**src/rtl/fractal_sync_mc_fifo_pkg.sv**
```systemverilog
// Shared sizing helpers for the multi-channel synchronisation FIFO.
// fifo_t is supplied by the instantiator, so no element typedefs live here.
package fractal_sync_mc_fifo_pkg;

   localparam int unsigned MIN_PTR_W = 1;

   // A depth-1 channel still needs a 1-bit pointer to keep vector widths legal.
   function automatic int unsigned ptr_width(input int unsigned depth);
      return (depth > 1) ? $clog2(depth) : MIN_PTR_W;
   endfunction

endpackage

```
**src/rtl/fractal_sync_mc_fifo_ch.sv**
```systemverilog
// One FIFO channel: storage, wrapping pointers, level counter and sticky flags.
// Full/empty come from the level counter, so any depth works, not only powers of two.
module fractal_sync_mc_fifo_ch
   import fractal_sync_mc_fifo_pkg::*;
#(
   parameter int unsigned FIFO_DEPTH = 2,
   parameter type         fifo_t     = logic,
   parameter bit          COMB_OUT   = 1'b1,
   parameter int unsigned AF_THRESH  = 1,
   parameter int unsigned LEVEL_W    = $clog2(FIFO_DEPTH+1)
)(
   input  logic               clk_i,
   input  logic               rst_i,
   input  logic               flush_i,
   input  logic               push_i,
   input  fifo_t              element_i,
   input  logic               pop_i,
   output fifo_t              element_o,
   output logic               empty_o,
   output logic               full_o,
   output logic               almost_full_o,
   output logic [LEVEL_W-1:0] level_o,
   output logic               ovf_o,
   output logic               udf_o
);

   localparam int unsigned        PTR_W     = ptr_width(FIFO_DEPTH);
   localparam logic [PTR_W-1:0]   PTR_LAST  = PTR_W'(FIFO_DEPTH-1);
   localparam logic [LEVEL_W-1:0] LEVEL_MAX = LEVEL_W'(FIFO_DEPTH);
   localparam logic [LEVEL_W-1:0] LEVEL_AF  = LEVEL_W'(FIFO_DEPTH-AF_THRESH);

   fifo_t              mem_q [FIFO_DEPTH];
   logic [PTR_W-1:0]   wr_ptr_q, rd_ptr_q;
   logic [LEVEL_W-1:0] level_q;
   logic               ovf_q, udf_q;

   logic empty_reg, pass_thru, pop_acc, push_acc, bypass, write_en, read_en;

   function automatic logic [PTR_W-1:0] ptr_next(input logic [PTR_W-1:0] p);
      return (p == PTR_LAST) ? '0 : p + 1'b1;
   endfunction

   assign empty_reg     = (level_q == '0);
   assign full_o        = (level_q == LEVEL_MAX);
   assign almost_full_o = (level_q >= LEVEL_AF);
   assign pass_thru     = COMB_OUT & empty_reg & push_i;
   assign pop_acc       = pop_i & (~empty_reg | pass_thru);
   assign push_acc      = push_i & (~full_o | pop_acc);
   // Same-cycle push and pop on an empty fall-through channel never touches storage.
   assign bypass        = pass_thru & pop_acc;
   assign write_en      = push_acc & ~bypass;
   assign read_en       = pop_acc & ~bypass;

   assign element_o = pass_thru ? element_i : mem_q[rd_ptr_q];
   assign empty_o   = empty_reg & ~(COMB_OUT & push_i);
   assign level_o   = level_q;
   assign ovf_o     = ovf_q;
   assign udf_o     = udf_q;

   always_ff @(posedge clk_i or posedge rst_i) begin
      if (rst_i) begin
         wr_ptr_q <= '0;
         rd_ptr_q <= '0;
         level_q  <= '0;
         ovf_q    <= 1'b0;
         udf_q    <= 1'b0;
         for (int i = 0; i < FIFO_DEPTH; i++) mem_q[i] <= '0;
      end else if (flush_i) begin
         wr_ptr_q <= '0;
         rd_ptr_q <= '0;
         level_q  <= '0;
         ovf_q    <= 1'b0;
         udf_q    <= 1'b0;
      end else begin
         if (write_en) begin
            mem_q[wr_ptr_q] <= element_i;
            wr_ptr_q        <= ptr_next(wr_ptr_q);
         end
         if (read_en) rd_ptr_q <= ptr_next(rd_ptr_q);
         if (write_en && !read_en)      level_q <= level_q + 1'b1;
         else if (read_en && !write_en) level_q <= level_q - 1'b1;
         if (push_i && !push_acc) ovf_q <= 1'b1;
         if (pop_i && !pop_acc)   udf_q <= 1'b1;
      end
   end

endmodule

```
**src/rtl/fractal_sync_mc_fifo.sv**
```systemverilog
// Multi-channel synchronisation FIFO: NUM_CH independent queues, one push and
// one pop per channel per cycle, sitting between fractal_sync tree levels.
module fractal_sync_mc_fifo
   import fractal_sync_mc_fifo_pkg::*;
#(
   parameter int unsigned NUM_CH     = 1,
   parameter int unsigned FIFO_DEPTH = 2,
   parameter type         fifo_t     = logic,
   parameter bit          COMB_OUT   = 1'b1,
   parameter int unsigned AF_THRESH  = 1,
   parameter int unsigned LEVEL_W    = $clog2(FIFO_DEPTH+1)
)(
   input  logic                           clk_i,
   input  logic                           rst_i,
   input  logic  [NUM_CH-1:0]             flush_i,
   input  logic  [NUM_CH-1:0]             push_i,
   input  fifo_t [NUM_CH-1:0]             element_i,
   input  logic  [NUM_CH-1:0]             pop_i,
   output fifo_t [NUM_CH-1:0]             element_o,
   output logic  [NUM_CH-1:0]             empty_o,
   output logic  [NUM_CH-1:0]             full_o,
   output logic  [NUM_CH-1:0]             almost_full_o,
   output logic  [NUM_CH-1:0][LEVEL_W-1:0] level_o,
   output logic  [NUM_CH-1:0]             ovf_o,
   output logic  [NUM_CH-1:0]             udf_o
);

   if (NUM_CH == 0) begin : g_chk_num_ch
      $error("fractal_sync_mc_fifo: NUM_CH must be > 0");
   end
   if (FIFO_DEPTH == 0) begin : g_chk_depth
      $error("fractal_sync_mc_fifo: FIFO_DEPTH must be > 0");
   end
   if (AF_THRESH >= FIFO_DEPTH) begin : g_chk_af
      $error("fractal_sync_mc_fifo: AF_THRESH must be < FIFO_DEPTH");
   end

   for (genvar c = 0; c < NUM_CH; c++) begin : g_ch
      fractal_sync_mc_fifo_ch #(
         .FIFO_DEPTH (FIFO_DEPTH),
         .fifo_t     (fifo_t),
         .COMB_OUT   (COMB_OUT),
         .AF_THRESH  (AF_THRESH),
         .LEVEL_W    (LEVEL_W)
      ) u_ch (
         .clk_i         (clk_i),
         .rst_i         (rst_i),
         .flush_i       (flush_i[c]),
         .push_i        (push_i[c]),
         .element_i     (element_i[c]),
         .pop_i         (pop_i[c]),
         .element_o     (element_o[c]),
         .empty_o       (empty_o[c]),
         .full_o        (full_o[c]),
         .almost_full_o (almost_full_o[c]),
         .level_o       (level_o[c]),
         .ovf_o         (ovf_o[c]),
         .udf_o         (udf_o[c])
      );
   end

endmodule

```
**config.mk**
```make
export PLATFORM = sky130hd
export DESIGN_NAME = fractal_sync_mc_fifo
export DESIGN_NICKNAME = d
export VERILOG_FILES = /design/src/rtl/fractal_sync_mc_fifo_pkg.sv /design/src/rtl/fractal_sync_mc_fifo_ch.sv /design/src/rtl/fractal_sync_mc_fifo.sv
export SDC_FILE = /design/constraint.sdc
export NUM_CORES = 1
export LEC_CHECK = 0
export ABC_AREA = 1
export CAP_MARGIN = 20
export CORE_AREA = 5 5 42 44
export DETAILED_ROUTE_END_ITERATION = 7
export DIE_AREA = 0 0 47 49
export PLACE_DENSITY_LB_ADDON = 0.12
export SLEW_MARGIN = 20
export SYNTH_ARGS = -nofsm -noshare
export SYNTH_HDL_FRONTEND = slang
export SYNTH_HIERARCHICAL = 1
export SYNTH_SLANG_ARGS = --single-unit
```
**constraint.sdc**
```tcl
create_clock -name clk_i -period 2.92 [get_ports clk_i]
set_input_delay 0.438 -clock clk_i [delete_from_list [all_inputs] [get_ports clk_i]]
set_output_delay 0.438 -clock clk_i [all_outputs]
set_load 0.02 [all_outputs]
```
==> metrics <==
status=completed; DR iter-0 viols=2; layout cells sized above 1=under 10%; Post-synth top cells=nand2_1 (19), inv_1 (14), dfrtp_1 (8); ys async rst share=100%; CP dominant cell by count=clkdlybuf4s50_1; Area after DPL=646 um2; DP Wirelength=876 um; # resized after CTS=0; initial antenna violation count=0; total power=between 0.0004 and 0.0005 W; worst setup path class=in2out; buffers and inverters on the worst path=2; Worst path top cell family by delay=buffers and inverters; die area=roughly 2300 um2; pin count of the biggest net entering global routing=9; Synth Area per Inst=around 7 um2; # DRC=0; power density over the cells=around 700 nW/um2; area leader, netlist=dfrtp_1; via count=between 400 and 500; Initial Utilization=between 30% and 40%; fillers=~150; ys flop type=dfrtp_1; Setup TNS=0 ns; post-synthesis net count=between 70 and 80; CTS root buffer=clkbuf_4; CTS Hold Bufs=0; CTS Buffer Depth=2; f_max=roughly 410 MHz; Net count, final=95; Worst-Skew Late Latency=around 0.25 ns; Final Setup Violations=0; Worst setup SP type=input pin; Worst Path Arrival=2.01 ns; sequential area share after synthesis=between 40% and 50%; Synth top area share=between 40% and 50%; Mapped Cells=approximately 70; worst vdd ir=271 uV; Reg clk slew, reported paths=roughly 0.050 ns; Die Height=between 40 and 50 um; CTS tree=yes; Fin Clk Skew=0.000805 ns; # clock sinks=8; Vias/cell=4.71; die width=47 um; I/O pins=14; setup slack after layout=0.469 ns; Slew Viols, Final=0; Fin. Hold Viols=0; Worst path slowest cell=clkdlybuf4s50_1; leak pwr=approximately 0.34 nW; register bit total from synthesis=8; RSZ-0062 raised after global routing=no; first-pass GRT wire length=around 1800 um; I/O Buffers=13; First-pass DRT Iterations=2; Critical Path Sink Type=primary output; ANT cells=0; total of max-cap violations=0; ordered list of cells on the worst path=clkdlybuf4s50_1, nand2_1, a31oi_1, clkdlybuf4s50_1; global route overflow=0; crit path max fanout=8; Area Growth Syn to Fin=34.8%; Routed Wire Length=around 1100 um; Slew headroom=80.0%; Mapped Area=approximately 500 um2; wire per inst=roughly 11 um; CP max stage delay=0.62 ns; dpl ws=about 0.46 ns; core area=roughly 1400 um2; Tot GR Track Use=a little over a tenth; cell row count=14; Num CTS Buffers=3; Placer Congestion=slightly above 0.7; Yosys warnings=6; top cells by area, synth=dfrtp_1 (40%), nand2_1 (14%), inv_1 (11%); Final Instance Area=between 600 and 700 um2; fin crit share=84.0%; Worst-Margin Slew=0.300 ns; Post-synth EDFFs=0; H-tree depth=1; WP data required=around 2.5 ns; hold crit path type=in2async; minimum clock period=between 2 and 2.5 ns; vias in the first global route=roughly 430; Yosys cell types=15; setup bufs post-CTS=0; Antenna Nets Post-Route=0; most common cell in the netlist=nand2_1; Hold Slack=approximately 0.43 ns
final timing paths:
kind	startpoint	endpoint	cells past startpoint	slack [ns]
max reg2reg	g_ch[0].u_ch/level_o[0]	g_ch[0].u_ch/level_o[0]	7	1.54
min in group clk_i	g_ch[0].u_ch/mem_q[0]	g_ch[0].u_ch/mem_q[0]	2	0.49
max	push_i	element_o	4	0.47
max in group asynchronous	rst_i	g_ch[0].u_ch/wr_ptr_q	2	2.26
min	rst_i	g_ch[0].u_ch/udf_o	2	0.43
min reg2reg	g_ch[0].u_ch/mem_q[0]	g_ch[0].u_ch/mem_q[0]	2	0.49
final cells by class:
type                       instances  area, um2  area share, %
multi-input combinational         47        243           36.3
timing repair buffer              13        130           19.5
clock buffer                       3       22.5           3.37
sequential                         8        200           30.0
inverter                          14       52.6           7.87
tap                               16       20.0           3.00
where the power goes:
part / switching (W) / internal, W
Clock: 0.0000357 / 0.0000469
Sequential: 0.0000195 / 0.000137
Combinational: 0.000128 / 0.0000986
Total: 0.000183 / 0.000283
kinds of logic after synthesis:
logic type	Yosys count	share of synthesized area, %
AOI/OAI and AO/OA	6	6.82
adders and majority gates	2	5.05
buffers and inverters	14	10.6
DFF	8	40.4
and+or+nand+nor	39	37.1
sequential cells by signal, indices dropped and copies added (netlist names):
signal and flops:
g_ch.u_ch/level_o 2, g_ch.u_ch/mem_q 2, g_ch.u_ch/ovf_o 1, g_ch.u_ch/rd_ptr_q 1, g_ch.u_ch/udf_o 1, g_ch.u_ch/wr_ptr_q 1
stage by stage:
step           cells  utilization, %
3_5_place_dp      98            46.1
2_1_floorplan     69               -
5_1_grt          101            47.7
3_3_place_gp      98            46.1
4_1_cts          101            47.7
6_report         101            47.7
routing by layer:
layer  vias up  global-route usage [%]  routed length (um)
li1        256                       -                   -
met1       211                    13.9                 511
met2         9                    15.4                 520
met3         0                    6.64                  60
met4         0                    2.76                   0
met5         -                       0                   0
worst reg2reg max path, cell delays in order, from the launching register on:
cell     delay [ns]
dfrtp_1        0.41
inv_1          0.09
ha_1           0.22
inv_1          0.08
o21ai_1        0.18
nand3_2        0.14
nand3_1        0.09
nand2_1        0.06
cells in the final DEF, fill, tap and decap left out, drive strengths merged:
cell,instances
nand3,6
nor2,8
dfrtp,8
a21boi,1
clkbuf,3
clkdlybuf4s50,13
o21ai,2
a31oi,1
inv,14
nand4,5
ha,2
nand2,20
a21oi,2
Power figures use the tool's default switching activity.
==> RTL change 1, RTL diff (same settings) <==
`COMB_OUT` is set to 1'b1 in 2 places; all go to 1'b0.
--- a/src/rtl/fractal_sync_mc_fifo_ch.sv
+++ b/src/rtl/fractal_sync_mc_fifo_ch.sv
@@ -7,3 +7,3 @@
    parameter type         fifo_t     = logic,
-   parameter bit          COMB_OUT   = 1'b1,
+   parameter bit          COMB_OUT   = 1'b0,
    parameter int unsigned AF_THRESH  = 1,
--- a/src/rtl/fractal_sync_mc_fifo.sv
+++ b/src/rtl/fractal_sync_mc_fifo.sv
@@ -8,3 +8,3 @@
    parameter type         fifo_t     = logic,
-   parameter bit          COMB_OUT   = 1'b1,
+   parameter bit          COMB_OUT   = 1'b0,
    parameter int unsigned AF_THRESH  = 1,
Formal check against the unedited RTL: not equivalent (Yosys sat finds a counterexample within 4 cycles, from zero or initial values and one cycle with rst_i high).
==> RTL change 1 against the unedited design <==
  * Total power is 12% higher
  * Sequential cell count unchanged
  * Synthesized area fell by 12%
  * Cell area down 8.8%
  * Critical path depth fell by 1
  * Worst setup slack gained 380 ps
  * Sequential power is 7% higher
  * Fmax increased by 18%
  * Routed wire length decreased by 15%
  * Sequential share of layout area grew 2.9 points
  * Register-to-register slack better by 40 ps
==> RTL change 1: results (changes against the unedited design) <==
yosys:
  synth_top_area_frac: 0.4585  # was 0.4040
  yosysUniqueCellTypes: 13  # was 15
  synthTopCellsByArea: "dfrtp_1, inv_1, nand2_1, ha_1, nand3_1"  # was dfrtp_1, nand2_1, inv_1, nand4_1, ha_1
  syn_nets: 65  # was 77
timing:
  fin_skew_ps: 4.251  # was 0.8048 ps
power_and_ir_drop:
  sequentialPowerShare: 0.322  # was 0.337
  power_frac_clock: 0.159  # was 0.177
  internal_power_w: 0.0003142  # was 0.0002828 W
  p_leak_nw: 0.3127  # was 0.3379 nW
placed_design:
  placed_cell_area_um2: 586.8  # was 645.6 um2
  gp_congestion: 0.7246  # was 0.7151
finish:
  seq-cell-share: 0.3285  # was 0.2996
  multi_input_area_um2: 191.4  # was 242.7 um2
  clock_area_frac: 0.03696  # was 0.03371
  multi_input_area_share: 0.3142  # was 0.3633
  num-nonclk-inverters: 12  # was 14
  final_nets: 83  # was 95
  drive_gt1_frac: 0.08333  # was 0.08235
  multi_input_gates: 36  # was 47
global_routing:
  met3_usage: 0.06273  # was 0.06642
  grt_pass1_wl_um: 1731  # was 1814 um
  grt_use_met2: 0.1335  # was 0.1538
  track_usage: 0.1049  # was 0.1091
drt:
  met2WireLength_um: 365  # was 520 um
  routed_wl_um: 933  # was 1092 um
  top_layer_used: "met4"  # was met3
  wl_met1_um: 483  # was 511 um
  via_per_inst: 4.511  # was 4.713
setup_path:
  crit_start: "g_ch[0].u_ch/level_o[0]$_DFFE_PP0P_"  # was push_i
  r2r_cells: 8  # was 7
  cp.arrival_ps: 1630  # was 2010 ps
  regToRegSetupSlack_ps: 1580  # was 1540 ps
outcome:
  outcome: "complete, no violations"  # unchanged
-- RTL change 1: cell types whose count changed after synthesis, moves of 2 or more --
cell     change
inv_1        -3
nand2_1      -8
nand4_1      -3
nor2_1       -2
o21ai_0      +2
-- RTL change 1: per-stage QoR --
| step | std cells | hold slack [ps] | worst slack, ps | power (W) | utilization |
|---|---|---|---|---|---|
| after detailed placement | 85 | 486.5 | 1107 | 0.0004431 | 0.4188 |
| after global placement | 85 | 471.2 | 1142 | 0.0004422 | 0.4188 |
| after floorplan | 56 | 253.7 | 1460 | 0.0003323 | - |
| final | 88 | 427.9 | 847.6 | 0.0005227 | 0.4348 |
| after global routing | 88 | 458.0 | 760.4 | 0.0005724 | 0.4348 |
| after CTS | 88 | 436.1 | 830.4 | 0.0005293 | 0.4348 |
-- RTL change 1: cells by family after synthesis --
family	share of synthesized area
buf+inv	0.1031
flops	0.4584
compound gates	0.09742
fa+ha+maj	0.08597
simple gates	0.2550
==> RTL change 2, RTL diff (same settings) <==
Without the edit above. Reset style: synchronous (`rst_i`), changed in one clocked block.
--- a/src/rtl/fractal_sync_mc_fifo_ch.sv
+++ b/src/rtl/fractal_sync_mc_fifo_ch.sv
@@ -59,3 +59,3 @@
 
-   always_ff @(posedge clk_i or posedge rst_i) begin
+   always_ff @(posedge clk_i) begin
       if (rst_i) begin
Check against the original RTL: differs if rst_i is asserted again (counterexample within 4 cycles, from zero or initial values and one cycle with rst_i high); with rst_i held inactive, the same outputs for 10 cycles.
==> RTL change 2 against the unedited design <==
  * Sequential share of layout area decreased by 0.39 points
  * Routed wire length down 17%
  * Cell count down 5.0%
  * Global-route usage is 0.82 points lower
  * Worst setup slack gained 100 ps
  * Core utilization up 0.63 points
  * Cell area is 1.3% higher
  * Synthesized area is 1.0% higher
  * Sequential cell count grew 1
  * Synthesized cell count decreased by 8.7%
  * Critical path type is now flop to output pin
  * Largest cell class unchanged
Power is not compared: it rests on default switching activity, and its combinational part moved more than twofold at a synthesized area within 25%.
==> RTL change 2: results (changes against the unedited design) <==
drt:
  num_vias: 431  # was 476
  drt-initial-drc-count: 1  # was 2
yosys:
  synthXorXnorAreaFrac: 0.03500  # was 0
  synth-compound-area-share: 0.1025  # was 0.06818
  ys_async_sr_fraction: 0  # was 1.000
  synth_edf_count: 2  # was 0
  seq_area_frac_synth: 0.4000  # was 0.4040
  synthTopCellsByArea: "dfxtp_1, edfxtp_1, inv_1, ha_1, nand2_1"  # was dfrtp_1, nand2_1, inv_1, nand4_1, ha_1
  synthCells: 63  # was 69
  synth_common_cells: "inv_1, nand2_1, dfxtp_1, nor2_1"  # was nand2_1, inv_1, dfrtp_1
  synth_fa_ha_area_frac: 0.07500  # was 0.05051
  yosys_warnings: 6  # unchanged
  yosysUniqueCellTypes: 20  # was 15
  syn_nets: 72  # was 77
finish:
  final_nets: 90  # was 95
  drive_gt1_frac: 0.1625  # was 0.08235
global_routing:
  grt_pass1_wl_um: 1614  # was 1814 um
  track_usage: 0.1010  # was 0.1091
  grt_pass1_vias: 416  # was 431
  grt_max_degree: 7  # was 9
power_and_ir_drop:
  switching_share: 0.3036
hold_path:
  min_path_type: "flop to flop"  # was input port to asynchronous set/reset pin
outcome:
  outcome: "complete, no violations"  # unchanged
timing:
  worst-slew-pin-transition_ps: 219.7  # was 300.2 ps
  hold_viol: 0  # unchanged
  fin_skew_ps: 5.561  # was 0.8048 ps
setup_path:
  crit_fanout: 4  # was 8
  cp.arrival_ps: 1910  # was 2010 ps
placed_design:
  dp_cells: 92  # was 98
  placed_cell_area_um2: 650.6  # was 645.6 um2
  dp_hpwl_um: 726.9  # was 876.1 um
clocking:
  clkSlewWorstSetupHoldPaths_ps: 70  # was 50 ps
  cts_made_buffers: 3  # unchanged
RTL change 2: logic make-up after synthesis:
group | Yosys count
simple gates | 25
buf+inv | 17
flops | 9
compound gates | 7
fa+ha+maj | 3
xor+xnor | 2
RTL change 2: worst max-delay path, stage by stage (launching register included):
cell and delay, ps:
dfxtp_1 360, inv_1 70, ha_1 260, nand2_1 170, o211ai_1 100, o21ai_0 80
clkdlybuf4s50_1 620
RTL change 2: cell type report:
cell class	instances	area (um2)
clock buffer	4	26.28
fill	145	724.4
inverter	17	63.81
multi-input combinational	37	236.5
sequential	9	200.2
tap	16	20.02
timing repair buffer	13	130.1
RTL change 2: worst paths after layout:
path                                         from                                   end  slack [ps]  cells past startpoint
max          g_ch[0].u_ch/level_o[0]$_SDFFE_PP0P_                             element_o         570                      6
min               g_ch[0].u_ch/ovf_o$_SDFFE_PP0P_       g_ch[0].u_ch/ovf_o$_SDFFE_PP0P_         450                      2
max reg2reg  g_ch[0].u_ch/level_o[0]$_SDFFE_PP0P_  g_ch[0].u_ch/level_o[1]$_SDFFE_PP0P_        1260                      8
min reg2reg       g_ch[0].u_ch/ovf_o$_SDFFE_PP0P_       g_ch[0].u_ch/ovf_o$_SDFFE_PP0P_         450                      2
RTL change 2: power by group through the flow:
stage,registers (W),logic (W),clock network (W)
2_1_floorplan,0.000144,0.0000574,0
3_3_place_gp,0.000140,0.0000971,0
3_5_place_dp,0.000141,0.0000972,0
4_1_cts,0.000138,0.0000979,0.0000998
5_1_grt,0.000139,0.000106,0.000110
6_report,0.000138,0.0000965,0.0000971
RTL change 2: layer usage:
metal,GRT usage,vias to the layer above,part of all wire,wire [um]
met2,0.1335,9,0.45,402
li1,-,228,-,-
met3,0.04428,5,0.050,45
met4,0.08295,0,0.038,34
met5,0,-,0,0
met1,0.1197,189,0.46,419
